<file path="config.mk">
export PLATFORM = sky130hd
export DESIGN_NAME = wordle_score_ctrl
export DESIGN_NICKNAME = d
export VERILOG_FILES = /design/src/rtl/wordle_pkg.sv /design/src/rtl/wordle_letter_match.sv /design/src/rtl/wordle_score_ctrl.sv
export SDC_FILE = /design/constraint.sdc
export NUM_CORES = 1
export LEC_CHECK = 0
export ABC_AREA = 1
export ABC_CLOCK_PERIOD_IN_PS = 2640
export BUFFER_PORTS_ARGS = -buffer_cell sky130_fd_sc_hd__buf_2
export CORE_UTILIZATION = 35
export CTS_CLUSTER_SIZE = 12
export DETAILED_ROUTE_END_ITERATION = 10
export PLACE_DENSITY = 0.63
export SETUP_SLACK_MARGIN = 0.02
export SYNTH_ARGS = -nofsm -noshare
export SYNTH_HDL_FRONTEND = slang
export SYNTH_SLANG_ARGS = --single-unit
</file>
<file path="constraint.sdc">
create_clock -name Clk -period 2.64 [get_ports Clk]
set_input_delay 0.264 -clock Clk [delete_from_list [all_inputs] [get_ports Clk]]
set_output_delay 0.264 -clock Clk [all_outputs]
set_load 0.01 [all_outputs]
</file>
<file path="src/rtl/wordle_pkg.sv">
// Shared types and constants for Wordle guess scoring: tile colours,
// scoring FSM states and default word geometry.
package wordle_pkg;

    localparam int DEF_LETTERS = 5;
    localparam int DEF_CHAR_W  = 8;
    localparam int DEF_ROWS    = 6;
    localparam int DEF_COLOR_W = 3;

    localparam logic [DEF_COLOR_W-1:0] COLOR_GREEN  = 3'b010;
    localparam logic [DEF_COLOR_W-1:0] COLOR_YELLOW = 3'b110;
    localparam logic [DEF_COLOR_W-1:0] COLOR_MISS   = 3'b111;

    typedef enum logic [2:0] {
        ST_IDLE,
        ST_GREEN,
        ST_YELLOW,
        ST_WRITE,
        ST_DONE
    } state_e;

    function automatic logic [DEF_COLOR_W-1:0] tile_color(input logic is_green, input logic is_yellow);
        if (is_green) begin
            return COLOR_GREEN;
        end else if (is_yellow) begin
            return COLOR_YELLOW;
        end
        return COLOR_MISS;
    endfunction

endpackage

</file>
<file path="src/rtl/wordle_letter_match.sv">
// Finds the lowest secret position holding a given letter that has not yet
// been consumed by an earlier green or yellow tile.
module wordle_letter_match
#(
    parameter int LETTERS = 5,
    parameter int CHAR_W  = 8
)
(
    input  logic [CHAR_W-1:0]         letter,
    input  logic [LETTERS*CHAR_W-1:0] secret,
    input  logic [LETTERS-1:0]        used,
    output logic                      hit,
    output logic [LETTERS-1:0]        pos
);

    always_comb begin
        logic found;
        found = 1'b0;
        pos   = '0;
        for (int unsigned j = 0; j < LETTERS; j++) begin
            if (!found && !used[j] && secret[(LETTERS-1-j)*CHAR_W +: CHAR_W] == letter) begin
                found  = 1'b1;
                pos[j] = 1'b1;
            end
        end
        hit = found;
    end

endmodule

</file>
<file path="src/rtl/wordle_score_ctrl.sv">
// Scores one guess against the secret (greens pass, then yellows pass) and
// streams the five tile colours into the board colour store.
module wordle_score_ctrl
    import wordle_pkg::*;
#(
    parameter int LETTERS = DEF_LETTERS,
    parameter int CHAR_W  = DEF_CHAR_W,
    parameter int ROWS    = DEF_ROWS,
    parameter int COLOR_W = DEF_COLOR_W
)
(
    input  logic                      Clk,
    input  logic                      reset,
    input  logic                      Start,
    input  logic [LETTERS*CHAR_W-1:0] guess,
    input  logic [LETTERS*CHAR_W-1:0] secret,
    input  logic [2:0]                row_idx,
    output logic                      busy,
    output logic                      wr_en,
    output logic [2:0]                wr_row,
    output logic [2:0]                wr_col,
    output logic [COLOR_W-1:0]        wr_color,
    output logic                      done,
    output logic                      win,
    output logic                      err
);

    state_e                    state_q, state_d;
    logic [2:0]                idx_q, idx_d;
    logic [LETTERS*CHAR_W-1:0] guess_q, guess_d;
    logic [LETTERS*CHAR_W-1:0] secret_q, secret_d;
    logic [LETTERS-1:0]        green_q, green_d;
    logic [LETTERS-1:0]        yellow_q, yellow_d;
    logic [LETTERS-1:0]        used_q, used_d;
    logic                      busy_q, busy_d;
    logic                      wr_en_q, wr_en_d;
    logic [2:0]                wr_row_q, wr_row_d;
    logic [2:0]                wr_col_q, wr_col_d;
    logic [COLOR_W-1:0]        wr_color_q, wr_color_d;
    logic                      done_q, done_d;
    logic                      win_q, win_d;
    logic                      err_q, err_d;

    logic [CHAR_W-1:0]         g_let [LETTERS];
    logic [CHAR_W-1:0]         s_let [LETTERS];
    logic                      match_hit;
    logic [LETTERS-1:0]        match_pos;

    always_comb begin
        for (int unsigned i = 0; i < LETTERS; i++) begin
            g_let[i] = guess_q[(LETTERS-1-i)*CHAR_W +: CHAR_W];
            s_let[i] = secret_q[(LETTERS-1-i)*CHAR_W +: CHAR_W];
        end
    end

    wordle_letter_match #(
        .LETTERS (LETTERS),
        .CHAR_W  (CHAR_W)
    ) u_match (
        .letter (g_let[idx_q]),
        .secret (secret_q),
        .used   (used_q),
        .hit    (match_hit),
        .pos    (match_pos)
    );

    always_comb begin
        state_d    = state_q;
        idx_d      = idx_q;
        guess_d    = guess_q;
        secret_d   = secret_q;
        green_d    = green_q;
        yellow_d   = yellow_q;
        used_d     = used_q;
        busy_d     = busy_q;
        wr_en_d    = 1'b0;
        wr_row_d   = wr_row_q;
        wr_col_d   = wr_col_q;
        wr_color_d = wr_color_q;
        done_d     = 1'b0;
        win_d      = win_q;
        err_d      = err_q;

        unique case (state_q)
            ST_GREEN: begin
                if (g_let[idx_q] == s_let[idx_q]) begin
                    green_d[idx_q] = 1'b1;
                    used_d[idx_q]  = 1'b1;
                end
                if (idx_q == 3'(LETTERS-1)) begin
                    state_d = ST_YELLOW;
                    idx_d   = '0;
                end else begin
                    idx_d = idx_q + 3'd1;
                end
            end
            ST_YELLOW: begin
                if (!green_q[idx_q] && match_hit) begin
                    yellow_d[idx_q] = 1'b1;
                    used_d          = used_q | match_pos;
                end
                // Tile 0 is final by now, so its write overlaps the last yellow step.
                if (idx_q == 3'(LETTERS-1)) begin
                    state_d    = ST_WRITE;
                    idx_d      = 3'd1;
                    wr_en_d    = 1'b1;
                    wr_col_d   = '0;
                    wr_color_d = tile_color(green_q[0], yellow_q[0]);
                end else begin
                    idx_d = idx_q + 3'd1;
                end
            end
            ST_WRITE: begin
                if (idx_q == 3'(LETTERS)) begin
                    state_d = ST_DONE;
                    done_d  = 1'b1;
                    win_d   = &green_q;
                    err_d   = 1'b0;
                end else begin
                    wr_en_d    = 1'b1;
                    wr_col_d   = idx_q;
                    wr_color_d = tile_color(green_q[idx_q], yellow_q[idx_q]);
                    idx_d      = idx_q + 3'd1;
                end
            end
            ST_DONE: begin
                state_d = ST_IDLE;
                busy_d  = 1'b0;
            end
            default: begin
            end
        endcase

        // A new request is taken in IDLE and also on the DONE -> IDLE edge.
        if ((state_q == ST_IDLE || state_q == ST_DONE) && Start) begin
            guess_d  = guess;
            secret_d = secret;
            wr_row_d = row_idx;
            green_d  = '0;
            yellow_d = '0;
            used_d   = '0;
            idx_d    = '0;
            busy_d   = 1'b1;
            if (row_idx >= 3'(ROWS)) begin
                state_d = ST_DONE;
                done_d  = 1'b1;
                err_d   = 1'b1;
                win_d   = 1'b0;
            end else begin
                state_d = ST_GREEN;
            end
        end
    end

    always_ff @(posedge Clk) begin
        if (reset) begin
            state_q    <= ST_IDLE;
            idx_q      <= '0;
            guess_q    <= '0;
            secret_q   <= '0;
            green_q    <= '0;
            yellow_q   <= '0;
            used_q     <= '0;
            busy_q     <= 1'b0;
            wr_en_q    <= 1'b0;
            wr_row_q   <= '0;
            wr_col_q   <= '0;
            wr_color_q <= '0;
            done_q     <= 1'b0;
            win_q      <= 1'b0;
            err_q      <= 1'b0;
        end else begin
            state_q    <= state_d;
            idx_q      <= idx_d;
            guess_q    <= guess_d;
            secret_q   <= secret_d;
            green_q    <= green_d;
            yellow_q   <= yellow_d;
            used_q     <= used_d;
            busy_q     <= busy_d;
            wr_en_q    <= wr_en_d;
            wr_row_q   <= wr_row_d;
            wr_col_q   <= wr_col_d;
            wr_color_q <= wr_color_d;
            done_q     <= done_d;
            win_q      <= win_d;
            err_q      <= err_d;
        end
    end

    assign busy     = busy_q;
    assign wr_en    = wr_en_q;
    assign wr_row   = wr_row_q;
    assign wr_col   = wr_col_q;
    assign wr_color = wr_color_q;
    assign done     = done_q;
    assign win      = win_q;
    assign err      = err_q;

endmodule
</file>
==> results.ini, run 1 <==
[run_status]
status=finished, final reports clean

[worst_setup_path]
arrival_ps=2730
r2r_start=idx_q[1]
slowest_stage=dfxtp_1
r2r_cells=15
worstReg2RegEnd=used_q[3]
required_ps=2980
crit_chain=buf_4 -> nor2_4 -> nand3_1 -> nand2_1 -> nor2_2 -> nor2_1 -> nor3_1 -> nand2_1 -> nor2_1 -> nand2_1 -> nand3_1 -> nand2_2 -> nand2_2 -> nand2_1 -> a21oi_1
reg2reg_slack_ps=250
criticalPathCategory=reg2reg
crit_path_frequent_cell=nand2_1
crit_fanout=15
cp_num_buf_inv=1
endpoint_kind=flop
path_delay_family=simple AND/OR/NAND/NOR gates
start_kind=flop
cpPeakStageDelay_ps=400

[drt]
drt_iter0_markers=386
drcViolationCount=0
drt_pass1_iterations=6
wl_per_cell_um=14.0
num_vias=5657
vias_per_cell=4.82
ant_nets=0
wl_mm=16.5

[die]
die_w_um=130
initial_core_util_pct=36.0
ios=100
num_rows=46
fp.dieH_um=130
core_area_um2=15900
dieArea_um2=16900

[timing]
fmax_mhz=418
worstMarginPinSlew_ps=633
fin_skew_ps=16.1
slew_headroom_pct=57.7
finalHoldViolCount=0
min_period_ps=2390
final_max_slew_viol_count=0
rsz0062_at_grt=no
finalCritPeriodShare_pct=90.6
setup_viol=0
fin_tns_setup_ps=0

[final_layout]
final_cell_area_um2=7120
n_antenna_cell=0
area_delta_synth_final_pct=24.3
final_layout_size_suffix_gt1_share_pct=19.5
fin_nets=1034

[clock_network]
clk_path_buf_depth=2
cts-root-buf=clkbuf_16
tritoncts_num_sinks=115
path_clk_slew_ps=60
cts_setup_buffers=0
htree_levels=4
cts_tree=yes
cts_made_buffers=17
clk_latency_ps=430

[yosys]
ys_warn_count=0
ys_ff_latch=115
synthArstFlopShare_pct=0
seq_area_frac_synth_pct=40.2
synth.net_count=936
synth_cell_type_count=42
syn-cell-area_um2=5730
synth-edff-count=0
synthFlopType=dfxtp_1
yosys-top-cells-count=nor2_1, nand2_1, dfxtp_1
ys_top_cells_by_area=dfxtp_1, nor2_1, nand2_1
avgSynthCellArea_um2=6.77
yosysTopAreaCellShare_pct=40.2
yosysMostFrequentCell=nor2_1
postSynthCellCount=847
synth_largest_area_cell=dfxtp_1

[power_and_ir_drop]
ir_drop_mv=0.438
pwr_density_cell_nw_per_um2=727
switchingPower_w=0.00146
netSwitchingFraction_pct=28.2
seqPwrFrac_pct=37.5
power.leakage_nw=3.20
p_comb_share_pct=16.1
clockPowerShare_pct=46.4
internal_power_w=0.00372

[global_routing]
grt_pass1_vias=5103
grt-ovfl-total=0
grt_max_degree=46
grt_first_pass_wirelength_mm=26.2
antenna_found_initial=0
grt.total_usage_pct=20.5

[place]
dpl.hpwl_mm=12.4
postPlaceCellArea_um2=6480
io_buffers=99
gp_congestion=0.953

[job]
cap_violations=0

[min_path]
hold_start=row_idx[1]
worstHoldPathCells=3
hold_path_end=wr_row[1]
hold_class=in2reg

-- area by class of cell --
cell class | count | area [µm²]
clock buffer | 21 | 470
clock inverter | 11 | 151
fill | 1646 | 8820
inverter | 93 | 354
multi-input combinational | 601 | 2930
sequential | 115 | 2300
tap | 216 | 270
timing repair buffer | 117 | 643
-- placed cells by master, fill, tap and decap left out, drive strengths merged, types with 7 or more instances in the layout --
master / n
nor2: 165
nand2: 152
buf: 117
dfxtp: 115
o21ai: 104
inv: 93
a21oi: 70
nand3: 38
clkbuf: 21
nand4: 18
xor2: 17
o22ai: 7
-- state kept, by name, summed over array words and instances, names as in the netlist --
signal and count:
win 1, used_q 5, busy 1, wr_color 3, wr_en 1, s_let 40, done 1, state_q 3
yellow_q 5, err 1, wr_row 3, green_q 5, wr_col 3, g_let 40, idx_q 3
-- routing by layer --
metal | routed length [µm] | global-route usage, %
met1 | 7720 | 27.3
met2 | 7540 | 32.9
met3 | 915 | 4.35
met4 | 297 | 7.05
met5 | 0 | 0
-- stage by stage --
stage	power, W	hold slack [ps]	cells	worst slack [ps]	util, %
after floorplan	0.00252	402	847	655	-
after global placement	0.00280	442	1141	271	40.6
after detailed placement	0.00280	445	1141	241	40.6
after CTS	0.00520	67.5	1173	200	44.5
after global routing	0.00541	101	1174	50.9	44.7
final	0.00518	77.5	1174	248	44.7
-- repair_timing --
action | CTS | global route
resized for setup | 0 | 8
hold buffers | 0 | 0
endpoints found under the hold margin | 0 | 0
setup endpoints to repair | 0 | 6
-- worst register-to-register path, delay by kind of cell (launching register included) --
| family | cells | cell delay, ps |
|---|---|---|
| and+or+nand+nor | 13 | 1530 |
| buffers and inverters | 1 | 250 |
| DFF | 1 | 400 |
| AOI/OAI and AO/OA | 1 | 130 |
-- cell families after synthesis --
group,share of synthesized area (%)
DFF,40.2
adders and majority gates,0.655
AOI/OAI and AO/OA,18.2
buffers and inverters,9.15
and+or+nand+nor,29.0
xor gates and xnor gates,2.90
-- power groups by stage --
stage / sequential (W) / combinational [W] / clock [W]
2_1_floorplan: 0.00195 / 0.000574 / 0
3_3_place_gp: 0.00197 / 0.000828 / 0
3_5_place_dp: 0.00197 / 0.000828 / 0
4_1_cts: 0.00194 / 0.000833 / 0.00243
5_1_grt: 0.00195 / 0.000942 / 0.00252
6_report: 0.00194 / 0.000836 / 0.00240
-- worst max path at each step --
stage	startpoint	slack, ps	end	cells past startpoint
after detailed placement	idx_q[1]	240	used_q[3]	13
final	idx_q[1]	250	used_q[3]	15
after floorplan	idx_q[1]	660	wr_color[2]	11
after global routing	idx_q[1]	50	used_q[0]	18
after global placement	idx_q[1]	270	used_q[0]	13
after CTS	idx_q[1]	200	used_q[3]	13
Power figures use the tool's default switching activity.
==> run 2: changes to the inputs <==
- ABC_AREA: 1 -> not set
==> run 2 against run 1 <==
The flow now finishes with violations (negative setup slack). Combinational power shrank 17%. Sequential power is essentially flat. Count of clock-buffer cells in the layout rose by 1. Critical path depth decreased by 3. Non-clock buffer count up 72. Hold slack better by 6.5 ps. Synthesized cell count is 15% lower. Sequential share of layout area down 2.6 points. Register-to-register slack worse by 440 ps. Synthesized area increased by 0.68%. Flip-flop and latch count did not move. Largest cell class unchanged. Largest power group unchanged. Highest routed layer unchanged.
==> results.ini, run 2 <==
[run_status]
status=finished, violations left
violations=negative setup slack

[min_path]
hold_start=guess[20]
hold_class=in2reg

[yosys]
postSynthCellCount=716
synth-edff-count=0
synthArstFlopShare_pct=0
yosys-top-cells-count=nand2_1, dfxtp_1, a21oi_1
synthFlopType=dfxtp_1
synth_cell_type_count=76
yosysTopAreaCellShare_pct=39.9
yosysMostFrequentCell=nand2_1
avgSynthCellArea_um2=8.06
synth.net_count=805
seq_area_frac_synth_pct=39.9
syn-cell-area_um2=5770
ys_ff_latch=115
ys_warn_count=0
ys_top_cells_by_area=dfxtp_1, nand2_1, a21oi_1
synth_largest_area_cell=dfxtp_1

[clock_network]
htree_levels=4
tritoncts_num_sinks=115
cts_tree=yes
clk_path_buf_depth=2
clk_latency_ps=420
cts-root-buf=clkbuf_16
cts_made_buffers=17
path_clk_slew_ps=60
postCtsHoldBufs=0

[timing]
final_max_slew_viol_count=0
fin_ws_ps=-188
min_period_ps=2830
setup_viol=14
fmax_mhz=354
fin_skew_ps=9.88
finalHoldViolCount=0
finalCritPeriodShare_pct=107
worstMarginPinSlew_ps=777
rsz0062_at_grt=yes
slew_headroom_pct=48.2

[worst_setup_path]
crit_fanout=7
criticalPathCategory=reg2reg
worstReg2RegEnd=yellow_q[1]
r2r_cells=12
crit_end=yellow_q[1]
endpoint_kind=flop
start_kind=flop
startpoint=idx_q[0]
r2r_start=idx_q[0]
required_ps=2980
arrival_ps=3170
reg2reg_slack_ps=-190

[drt]
wl_per_cell_um=15.2
ant_nets=0
vias_per_cell=4.94
num_vias=5420
drt_iter0_markers=313
drcViolationCount=0
wl_mm=16.7
drt_pass1_iterations=7

[final_layout]
mostFrequentLayoutCell=nand2_1
n_antenna_cell=0
stdcell_count=1098
final_cell_area_um2=7780
layout_common_cells=nand2_1, dfxtp_1, a21oi_1, buf_2, buf_4
area_delta_synth_final_pct=34.8
fin_nets=962
final_layout_size_suffix_gt1_share_pct=31.5

[power_and_ir_drop]
power.leakage_nw=3.15
power_w=0.00470
ir_drop_mv=0.445
pwr_density_cell_nw_per_um2=604

[job]
cap_violations=0

[die]
dieArea_um2=17000
fp.dieH_um=130
die_w_um=130
initial_core_util_pct=36.1
core_area_um2=16000
num_rows=46
ios=100

[place]
place_inst=1057
postPlaceCellArea_um2=6940
dpl.hpwl_mm=12.4
io_buffers=99
gp_congestion=0.906

[global_routing]
antenna_found_initial=0
grt_max_degree=86
grt.total_usage_pct=20.4
grt-ovfl-total=0
grt_pass1_vias=5047
grt_first_pass_wirelength_mm=26.2

run 2: cell count changes after synthesis, sizes merged, moves of 8 or more:
cell   delta
nand3    -30
xnor2    +18
mux2i    +13
nand4    -12
nor2    -128
o21ai    -96
mux2      +8
nand2    +33
a22oi    +10
nor3      +9
inv      -84
a31oi     +8
a21oi    +41
run 2: logic make-up (layout without fill, tap and decap cells):
kind of cell    Yosys count  in the layout  share of synthesized area [%]
simple gates            295            295                           23.9
compound gates          180            180                           19.4
flops                   115            115                           39.9
buf+inv                  59            225                           4.75
xor+xnor                 39             39                           6.18
mux                      24             24                           5.05
fa+ha+maj                 4              4                          0.824
run 2: how the worst min path moves through the flow:
| stage | endpoint | cells past startpoint |
|---|---|---|
| 6_report | g_let[20] | 3 |
| 5_1_grt | g_let[20] | 3 |
| 4_1_cts | g_let[2] | 3 |
| 3_5_place_dp | wr_color[1] | 2 |
| 3_3_place_gp | wr_color[1] | 2 |
| 2_1_floorplan | g_let[0] | 2 |
run 2: where the power goes:
| part | leakage, nW | switching (W) | internal, W |
|---|---|---|---|
| Clock | 0.263 | 0.000758 | 0.00134 |
| Sequential | 0.944 | 0.0000885 | 0.00182 |
| Combinational | 1.94 | 0.000352 | 0.000341 |
run 2: timing repair:
item,CTS,global route
pin swaps,18,14
resized for setup,33,16
buffers inserted,9,4
setup endpoints to repair,14,15
run 2: per-stage QoR:
stage	hold slack, ps	setup slack (ps)	TNS [ps]	utilization, %
3_3_place_gp	440	-230	-2120	43.4
4_1_cts	66.3	-132	-947	47.9
6_report	84.0	-188	-1490	48.6
3_5_place_dp	439	-197	-1820	43.4
2_1_floorplan	400	14.0	0	-
5_1_grt	75.3	-295	-3040	48.6
run 2: worst max-delay path: stages (launching register included):
cell and delay [ps]:
dfxtp_4 370, buf_6 140, nor2b_1 140, a31o_1 210, a221o_1 300, buf_12 160
xnor2_2 130, nand4_1 120, or4_4 520, a41oi_4 310, buf_6 180, a31oi_1 80
nor2_1 80
run 2: cell type report:
type | instances | area [µm²]
Multi-Input combinational cell | 542 | 3370
Fill cell | 1619 | 8220
Clock buffer | 22 | 474
Tap cell | 216 | 270
Timing Repair Buffer | 189 | 1260
Clock inverter | 6 | 57.6
Inverter | 8 | 32.5
Sequential cell | 115 | 2310
run 2: per-layer routing:
metal  vias up  track usage, %  part of all wire [%]
met5         -               0                     0
met4         0            7.44                   1.5
met3        17            4.19                   4.4
met2       108            33.9                    48
met1      2510            26.1                    46
li1       2785               -                     -
